File: config.mk
export PLATFORM = sky130hd
export DESIGN_NAME = kmean_mul_arbiter
export DESIGN_NICKNAME = d
export VERILOG_FILES = /design/src/rtl/kmean_mul_arbiter.sv
export SDC_FILE = /design/constraint.sdc
export NUM_CORES = 1
export LEC_CHECK = 0
export BUFFER_PORTS_ARGS = -buffer_cell sky130_fd_sc_hd__buf_2
export CAP_MARGIN = 25
export CORE_MARGIN = 8
export CORE_UTILIZATION = 37
export DETAILED_ROUTE_END_ITERATION = 8
export GPL_TIMING_DRIVEN = 0
export PLACE_DENSITY = 0.61
export SLEW_MARGIN = 0
export SYNTH_ARGS = -nofsm -noshare
export SYNTH_HDL_FRONTEND = slang
export SYNTH_SLANG_ARGS = --single-unit
File: constraint.sdc
create_clock -name ap_clk -period 3.23 [get_ports ap_clk]
set_input_delay 0.323 -clock ap_clk [delete_from_list [all_inputs] [get_ports ap_clk]]
set_output_delay 0.323 -clock ap_clk [all_outputs]
set_load 0.02 [all_outputs]
File: src/rtl/kmean_mul_arbiter.sv
// Round-robin arbiter that shares one pipelined multiplier between NUM_REQ requesters.
// Products are returned in grant order through a credit-protected response FIFO.
module kmean_mul_arbiter #(
  parameter int unsigned NUM_REQ     = 4,
  parameter int unsigned A_WIDTH     = 7,
  parameter int unsigned B_WIDTH     = 11,
  parameter int unsigned P_WIDTH     = 11,
  parameter int unsigned MUL_LATENCY = 1,
  parameter int unsigned FIFO_DEPTH  = 4,
  localparam int unsigned ID_W       = (NUM_REQ > 1) ? $clog2(NUM_REQ) : 1
) (
  input  logic                       ap_clk,
  input  logic                       ap_rst,
  input  logic [NUM_REQ-1:0]         req_valid,
  output logic [NUM_REQ-1:0]         req_ready,
  input  logic [NUM_REQ*A_WIDTH-1:0] req_a,
  input  logic [NUM_REQ*B_WIDTH-1:0] req_b,
  output logic [A_WIDTH-1:0]         mul_a,
  output logic [B_WIDTH-1:0]         mul_b,
  input  logic [P_WIDTH-1:0]         mul_p,
  output logic                       rsp_valid,
  input  logic                       rsp_ready,
  output logic [P_WIDTH-1:0]         rsp_p,
  output logic [ID_W-1:0]            rsp_id,
  output logic                       idle
);

  localparam int unsigned PTR_W = (FIFO_DEPTH > 1) ? $clog2(FIFO_DEPTH) : 1;
  localparam int unsigned CNT_W = $clog2(FIFO_DEPTH + 1);
  localparam int unsigned SUM_W = $clog2(FIFO_DEPTH + MUL_LATENCY + 2);

  logic [A_WIDTH-1:0] req_a_arr [NUM_REQ];
  logic [B_WIDTH-1:0] req_b_arr [NUM_REQ];

  logic [ID_W-1:0]    last;
  logic [ID_W-1:0]    gnt_id;
  logic [ID_W-1:0]    scan_id;
  logic               gnt_hit;
  logic               grant_ok;

  // Stage 0 is the issue register; stages 1..MUL_LATENCY track the multiplier.
  logic [MUL_LATENCY:0] pipe_vld;
  logic [ID_W-1:0]      pipe_id [MUL_LATENCY+1];

  logic [P_WIDTH-1:0] fifo_p  [FIFO_DEPTH];
  logic [ID_W-1:0]    fifo_id [FIFO_DEPTH];
  logic [PTR_W-1:0]   wr_ptr;
  logic [PTR_W-1:0]   rd_ptr;
  logic [CNT_W-1:0]   fifo_cnt;
  logic               fifo_full;
  logic               push;
  logic               pop;

  for (genvar g = 0; g < NUM_REQ; g++) begin : g_unpack
    assign req_a_arr[g] = req_a[g*A_WIDTH +: A_WIDTH];
    assign req_b_arr[g] = req_b[g*B_WIDTH +: B_WIDTH];
  end

  function automatic logic [PTR_W-1:0] ptr_inc(input logic [PTR_W-1:0] p);
    return (p == PTR_W'(FIFO_DEPTH - 1)) ? '0 : p + PTR_W'(1);
  endfunction

  // Same-cycle pops are deliberately not credited, keeping the credit path short.
  assign grant_ok = (SUM_W'($countones(pipe_vld)) + SUM_W'(fifo_cnt)) < SUM_W'(FIFO_DEPTH);

  // Round-robin scan starting one past the last granted requester.
  always_comb begin
    gnt_hit   = 1'b0;
    gnt_id    = '0;
    scan_id   = '0;
    req_ready = '0;
    if (grant_ok && !ap_rst) begin
      for (int unsigned off = 1; off <= NUM_REQ; off++) begin
        scan_id = ID_W'((32'(last) + off) % NUM_REQ);
        if (!gnt_hit && req_valid[scan_id]) begin
          gnt_hit = 1'b1;
          gnt_id  = scan_id;
        end
      end
    end
    if (gnt_hit) begin
      req_ready = NUM_REQ'(1) << gnt_id;
    end
  end

  always_ff @(posedge ap_clk) begin
    if (ap_rst) begin
      last <= ID_W'(NUM_REQ - 1);
    end else if (gnt_hit) begin
      last <= gnt_id;
    end
  end

  // Issue register and tag pipeline; operands hold when nothing is granted.
  always_ff @(posedge ap_clk) begin
    if (ap_rst) begin
      pipe_vld <= '0;
      mul_a    <= '0;
      mul_b    <= '0;
      for (int unsigned i = 0; i <= MUL_LATENCY; i++) begin
        pipe_id[i] <= '0;
      end
    end else begin
      pipe_vld[0] <= gnt_hit;
      if (gnt_hit) begin
        pipe_id[0] <= gnt_id;
        mul_a      <= req_a_arr[gnt_id];
        mul_b      <= req_b_arr[gnt_id];
      end
      for (int unsigned i = 1; i <= MUL_LATENCY; i++) begin
        pipe_vld[i] <= pipe_vld[i-1];
        pipe_id[i]  <= pipe_id[i-1];
      end
    end
  end

  assign push      = pipe_vld[MUL_LATENCY];
  assign pop       = rsp_valid & rsp_ready;
  assign fifo_full = (fifo_cnt == CNT_W'(FIFO_DEPTH));

  // In-order response FIFO; storage is cleared so the head reads zero after reset.
  always_ff @(posedge ap_clk) begin
    if (ap_rst) begin
      wr_ptr   <= '0;
      rd_ptr   <= '0;
      fifo_cnt <= '0;
      for (int unsigned i = 0; i < FIFO_DEPTH; i++) begin
        fifo_p[i]  <= '0;
        fifo_id[i] <= '0;
      end
    end else begin
      if (push) begin
        fifo_p[wr_ptr]  <= mul_p;
        fifo_id[wr_ptr] <= pipe_id[MUL_LATENCY];
        wr_ptr          <= ptr_inc(wr_ptr);
      end
      if (pop) begin
        rd_ptr <= ptr_inc(rd_ptr);
      end
      if (push && !pop) begin
        fifo_cnt <= fifo_cnt + CNT_W'(1);
      end else if (!push && pop) begin
        fifo_cnt <= fifo_cnt - CNT_W'(1);
      end
    end
  end

  assign rsp_valid = (fifo_cnt != '0);
  assign rsp_p     = fifo_p[rd_ptr];
  assign rsp_id    = fifo_id[rd_ptr];
  assign idle      = (pipe_vld == '0) && (fifo_cnt == '0);

  // The credit rule must make an unpopped push into a full FIFO unreachable.
  a_fifo_overflow: assert property (@(posedge ap_clk) disable iff (ap_rst)
    !(push && fifo_full && !pop));

endmodule
==> summary.txt, run 1 <==
Run status
  – Status: completed

Global route
  – First-pass GRT wire length: about 19000 um
  – GRT Util Overall: 14.8%
  – Largest net degree at the start of global routing: 15
  – Grt ovf: 0
  – Initial antenna violation count: 0
  – Vias in the first global route: between 3000 and 4000

Place
  – I/O Buffers: roughly 130
  – Final GP Congestion: ~0.76
  – Dpl cells: between 600 and 700
  – Dpl cell area: approximately 0.0053 mm2
  – Final HPWL DP: ~8500 um

Clocking
  – Num CTS Buffers: 9
  – H-tree lvl count: 3
  – Clock buffer depth: 2
  – Clk slew on worst S/H paths: 60 ps
  – CTS tree: done
  – Clock sink total: 87
  – PostCTS Resize Cnt: 0
  – Setup Buffers After CTS: 0
  – Clk root buf: clkbuf_16
  – Hold Buf Count CTS: 0
  – Clock Latency Late Sink: about 330 ps

Detailed routing
  – Routed wire length: 11500 um
  – Average routed wire per standard cell: 17.7 um
  – Vias per std cell: between 5 and 6
  – 1st-iter DRT viols: ~150
  – Antenna-violating nets left: 0
  – Via Count: around 3300
  – Pre-Repair DR Iteration Count: 4
  – Drt drc: 0

Layout
  – Fill cell count: approximately 1100
  – Post-layout net count: about 600
  – Layout cells sized above 1: between 30 and 40%
  – Layout area overhead: 24.9%
  – Antenna diodes: 0
  – Final std cells w/o fill: 650
  – Design area: roughly 0.0056 mm2

Critical path
  – Slowest-stage cell, CP: dfxtp_1
  – Worst Setup Start Kind: register
  – Top delay family on crit path: simple AND/OR/NAND/NOR gates
  – Arr. time, crit path: roughly 2400 ps
  – CP Max Fanout: 8
  – Crit-path cells: ha_1, a21o_1, a22oi_2, nand3_2, nor3_4, buf_2
  – Max stage delay on crit path: 420 ps
  – Worst Path Buf+Inv: 1
  – Req. time, crit path: about 2900 ps
  – Worst setup path class: reg2out
  – CP endpoint kind: primary output

Timing
  – Worst-margin pin slew: approximately 1100 ps
  – Final Slew Violations: 0
  – Fin. Hold Viols: 0
  – Fin crit share: about 84%
  – Setup_tns: 0 ps
  – Clk_skew: approximately 7.6 ps
  – Tmin final: approximately 2700 ps
  – Relative slew margins: approximately 25%
  – RSZ-0062 raised after global routing: false
  – Setup violators final: 0
  – Max Fclk: 0.369 GHz

Die
  – Width of the die: between 100 and 150 um
  – Core box area: 0.0119 mm2
  – Cell Rows: 40
  – Initial core utilization: around 37%
  – Io pins: 127
  – Die H: approximately 130 um
  – Die area: roughly 0.016 mm2

Synthesis
  – Register bit total from synthesis: 87
  – Number of synthesized flops with an enable pin: 56
  – Synth Instances: 360
  – Synth Cell Area: between 0.004 and 0.005 mm2
  – Netlist cell types: 51
  – Seq/Total Area, Yosys: around half
  – Top FF cell, synth: edfxtp_1
  – Syn_area_per_cell: around 12 um2
  – Ys async rst share: 0%
  – Syn. warnings: 0

Pwr
  – Leak: 0.00241 uW
  – Pwr/cell area: roughly 720 mW/mm2
  – Worst VDD drop: around 0.26 mV

Hold path
  – Min-delay worst type: in2reg

Run
  – Max-Cap Viols: 0
-- worst register-to-register path, cell delays in order (launching register included) --
cell	delay, ps
dfxtp_1	360
or3_1	450
nand2_1	160
ha_1	210
inv_1	60
fa_1	370
xor2_1	160
or3_1	300
a21oi_1	130
-- worst paths after layout --
check | start | depth (start not counted) | slack [ps] | to
max | fifo_cnt[0] | 6 | 520 | req_ready[0]
min reg2reg | rd_ptr[1] | 2 | 490 | rd_ptr[1]
min | req_a[3] | 3 | 220 | mul_a[3]
max reg2reg | fifo_cnt[0] | 8 | 970 | fifo_cnt[2]
-- Yosys cell counts, drive strengths merged (2+ instances only) --
cell type | number | area share (%)
edfxtp | 56 | 38
and2 | 53 | 7.5
dfxtp | 31 | 14
a211oi | 29 | 6.0
nor2 | 20 | 1.8
a21oi | 17 | 2.0
mux2i | 15 | 3.4
inv | 14 | 1.2
mux4 | 13 | 6.6
buf | 12 | 1.7
nor3b | 12 | 2.0
clkbuf | 9 | 0.76
a21boi | 8 | 1.4
a2111oi | 7 | 2.4
a2bb2oi | 7 | 1.4
o211a | 7 | 1.6
nand2 | 5 | 0.42
nor2b | 5 | 0.70
ha | 4 | 1.1
nand3 | 4 | 0.56
nor3 | 4 | 0.70
or2 | 4 | 0.56
o21ai | 3 | 0.34
and3b | 2 | 0.39
or3 | 2 | 0.28
xor2 | 2 | 0.39
-- cells in the final DEF (no fill, tap or decap), types with 7 or more instances in the layout --
cell type,count
o211a_1,7
mux4_2,13
edfxtp_1,56
and2_1,52
dfxtp_1,31
a211oi_1,19
inv_1,12
buf_2,135
nor3b_1,12
clkbuf_16,9
nor2_1,18
mux2i_1,15
clkbuf_1,10
a2bb2oi_1,7
a211oi_2,10
a21oi_1,16
a2111oi_2,7
a21boi_0,8
-- layout make-up --
cell class                      instances  area [um2]  share of cell area [%]
Clock buffer                           10         229                    4.12
Multi-Input combinational cell        239        1990                    35.8
Timing Repair Buffer                  126         631                    11.4
Tap cell                              147         184                    3.31
Buffer                                 21         109                    1.96
Clock inverter                          6        58.8                    1.06
Sequential cell                        87        2300                    41.5
Inverter                               14        52.6                   0.946
-- per-layer routing --
layer	track usage [%]	wire, um
met1	17.4	5050
met2	25.2	5520
met3	3.97	745
met4	5.80	166
met5	0	0
-- power breakdown --
part	leakage, uW	total [uW]	switching (uW)	internal, uW
Clock	0.000138	1020	423	596
Sequential	0.000840	1520	131	1390
Combinational	0.00143	1440	855	588
-- flip-flops by register name (all words and copies together) (netlist names), named ones only --
signal / flops
fifo_cnt: 3
fifo_id: 8
fifo_p: 44
last: 2
mul_a: 7
mul_b: 11
pipe_id: 4
pipe_vld: 2
rd_ptr: 2
wr_ptr: 2
-- cell families (layout without fill, tap and decap cells) --
kind of cell	Yosys count	after routing	synth area share, %
AO/OA/AOI/OAI	87	87	16.9
AND/OR/NAND/NOR	115	115	15.7
buffers and inverters	35	177	3.63
flip-flops	87	87	51.8
adder cells (fa/ha/maj)	5	5	1.58
other	1	2	0.0843
multiplexers	28	28	9.96
XOR/XNOR	2	2	0.394
-- through the flow --
| step | setup slack (ps) | total power [uW] | utilization, % | hold slack, ps |
|---|---|---|---|---|
| floorplan | 988 | 2540 | - | 395 |
| global placement | 691 | 2970 | 44.4 | 477 |
| detailed placement | 668 | 3010 | 44.4 | 480 |
| CTS | 504 | 4040 | 46.8 | 206 |
| global route | 399 | 4210 | 46.8 | 220 |
| finish | 522 | 3990 | 46.8 | 217 |
Power figures use the tool's default switching activity.
==> run 2, diff against run 1 <==
--- a/config.mk
+++ b/config.mk
@@ -5,13 +5,14 @@
 export SDC_FILE = /design/constraint.sdc
 export NUM_CORES = 1
 export LEC_CHECK = 0
+export ABC_AREA = 1
 export BUFFER_PORTS_ARGS = -buffer_cell sky130_fd_sc_hd__buf_2
 export CAP_MARGIN = 25
 export CORE_MARGIN = 8
 export CORE_UTILIZATION = 37
 export DETAILED_ROUTE_END_ITERATION = 8
 export GPL_TIMING_DRIVEN = 0
-export PLACE_DENSITY = 0.61
+export PLACE_DENSITY = 0.63
 export SLEW_MARGIN = 0
 export SYNTH_ARGS = -nofsm -noshare
 export SYNTH_HDL_FRONTEND = slang
==> constraint.sdc (replaced) <==
create_clock -name ap_clk -period 2.4 [get_ports ap_clk]
set_input_delay 0.24 -clock ap_clk [delete_from_list [all_inputs] [get_ports ap_clk]]
set_output_delay 0.24 -clock ap_clk [all_outputs]
set_load 0.02 [all_outputs]
==> run 2 against run 1 <==
Effect of this change: utilization increased by 1.5 points; worst hold slack got worse by 81 ps; sequential share of layout area shrank 1.2 points; sequential cell count stayed put; sequential power up 39%; final cell count grew 34%; synthesized cell count increased by 59%; non-clock buffer count grew 15.
==> summary.txt, run 2 <==
Run status
  – Status: completed

Timing
  – RSZ-0062 raised after global routing: true
  – Max Fclk: ~0.43 GHz
  – Clk_skew: roughly 5.5 ps
  – Relative slew margins: 43.6%
  – Tmin final: between 2000 and 2500 ps
  – Fin. Hold Viols: 0
  – Setup violators final: 0
  – Fin crit share: approximately 97%
  – Final Slew Violations: 0
  – Worst-margin pin slew: 841 ps
  – Setup_tns: 0 ps

Place
  – I/O Buffers: 126
  – Final HPWL DP: between 9000 and 10000 um
  – Final GP Congestion: between 0.9 and 1
  – Dpl cells: 847

Global route
  – First-pass GRT wire length: roughly 21000 um
  – Largest net degree at the start of global routing: 18
  – Initial antenna violation count: 0
  – Grt ovf: 0
  – Vias in the first global route: 4376
  – GRT Util Overall: between 10% and 20%

Die
  – Die area: ~0.016 mm2
  – Width of the die: roughly 130 um
  – Io pins: around 130
  – Core box area: 0.0119 mm2
  – Initial core utilization: between 30 and 40%
  – Cell Rows: 40
  – Die H: 126 um

Critical path
  – Req. time, crit path: ~2200 ps
  – CP Max Fanout: 7
  – Arr. time, crit path: 2100 ps
  – Worst Setup Start Kind: register
  – Worst setup path class: reg2out
  – CP endpoint kind: primary output

Detailed routing
  – Via Count: approximately 4400
  – Routed wire length: 13100 um
  – Vias per std cell: around 5.0
  – Average routed wire per standard cell: about 15 um
  – Antenna-violating nets left: 0
  – Drt drc: 0
  – Pre-Repair DR Iteration Count: 5
  – 1st-iter DRT viols: 279

Layout
  – Final std cells w/o fill: slightly below 900
  – Antenna diodes: 0
  – Commonest non-fill, non-tap cell in the layout: nand2_1
  – Layout area overhead: 29.1%
  – Largest register FFs: 44
  – Commonest non-fill, non-tap cells in the layout: nand2_1 (134), buf_2 (127), nor2_1 (122)
  – Layout cells sized above 1: approximately a quarter
  – Post-layout net count: 814
  – Largest regs: fifo_p (44), mul_b (11), fifo_id (8)
  – Top reg by flops: fifo_p

Clocking
  – Clk slew on worst S/H paths: 60 ps
  – H-tree lvl count: 3
  – Num CTS Buffers: 9
  – Clock Latency Late Sink: roughly 330 ps
  – CTS tree: done
  – Clk root buf: clkbuf_16
  – Clock sink total: 87
  – Clock buffer depth: 2

Pwr
  – Pwr/cell area: 1260 mW/mm2
  – Leak: 0.00280 uW
  – Worst VDD drop: roughly 0.79 mV

Hold path
  – Min-delay worst type: in2reg

Synthesis
  – Top cells by count, synth: nand2_1 (137), nor2_1 (125), nand3_1 (65), edfxtp_1 (56), inv_1 (48)
  – Largest area contributor in the netlist: edfxtp_1
  – Ys async rst share: 0%
  – Syn. warnings: 0
  – Synth top area share: between 30% and 40%
  – Register bit total from synthesis: 87
  – Syn_area_per_cell: 7.77 um2
  – Synth Cell Area: between 0.004 and 0.005 mm2
  – Synth Instances: approximately 570
  – Top-count cell post-synth: nand2_1
  – Netlist cell types: 30
  – Seq/Total Area, Yosys: between 50% and 60%
  – Area contributors post-synth: edfxtp_1 (38%), dfxtp_1 (14%), nand2_1 (12%)
  – Number of synthesized flops with an enable pin: 56
  – Top FF cell, synth: edfxtp_1

Run
  – Max-Cap Viols: 0
run 2: what timing repair did:
item,4_1_cts,5_1_grt
pin swaps,5,4
gates cloned,0,1
setup buffers,3,8
gates resized for setup,15,27
hold buffers,0,0
setup endpoints to repair,47,35
run 2: through the flow:
step	total power [uW]	setup WS [ps]	utilization, %	instance area, um2	hold WS (ps)
floorplan	4490	191	-	4450	311
global placement	5480	-382	44.4	5260	437
detailed placement	5540	-249	44.5	5280	438
CTS	7000	-38.7	47.3	5610	125
global route	7710	-73.0	48.3	5730	153
finish	7230	61.4	48.3	5730	136
run 2: critical path, cell delays in order (launching register included):
cell     delay (ps)
dfxtp_1         330
ha_1            290
a21o_1          200
nand2_1          80
o21ai_2          80
nor2_4          150
o21ai_2          70
inv_1            80
nand2_2          80
buf_6           150
nor2_2          100
buf_4           140
run 2: logic make-up after synthesis:
family                   share of synthesized area, %
flip-flops                                       51.8
AO/OA/AOI/OAI                                    7.43
buffers and inverters                            7.72
AND/OR/NAND/NOR                                  31.4
adder cells (fa/ha/maj)                          1.58
other                                          0.0844
run 2: final cells by class:
type / instances / area [um2]
Fill cell: 1171 / 6130
Sequential cell: 87 / 2310
Multi-Input combinational cell: 406 / 1880
Timing Repair Buffer: 138 / 749
Clock buffer: 12 / 236
Inverter: 53 / 204
Tap cell: 147 / 184
Buffer: 24 / 128
Clock inverter: 4 / 47.5
run 2: final timing paths:
kind                                   from      endpoint  slack [ps]  cells past startpoint
worst min register to register     mul_b[8]      mul_b[8]         450                      2
worst max-delay path            pipe_vld[0]  req_ready[3]          60                     11
worst min-delay path                 ap_rst   pipe_vld[1]         140                      2
worst max register to register  pipe_vld[0]      mul_a[1]         180                     12
run 2: where the power goes:
| group | internal, uW | switching, uW | total [uW] |
|---|---|---|---|
| combinational | 1280 | 2470 | 3750 |
| sequential | 1930 | 180 | 2110 |
| clock | 805 | 565 | 1370 |
| total | 4020 | 3210 | 7230 |
run 2: layer usage:
layer / part of all wire [%] / GRT usage [%] / wire [um] / vias to the layer above
li1: - / - / - / 2151
met5: 0 / 0 / 0 / -
met3: 8.2 / 5.35 / 1070 / 17
met4: 2.1 / 6.59 / 277 / 0
met1: 43 / 18.7 / 5630 / 1987
met2: 47 / 27.1 / 6130 / 195
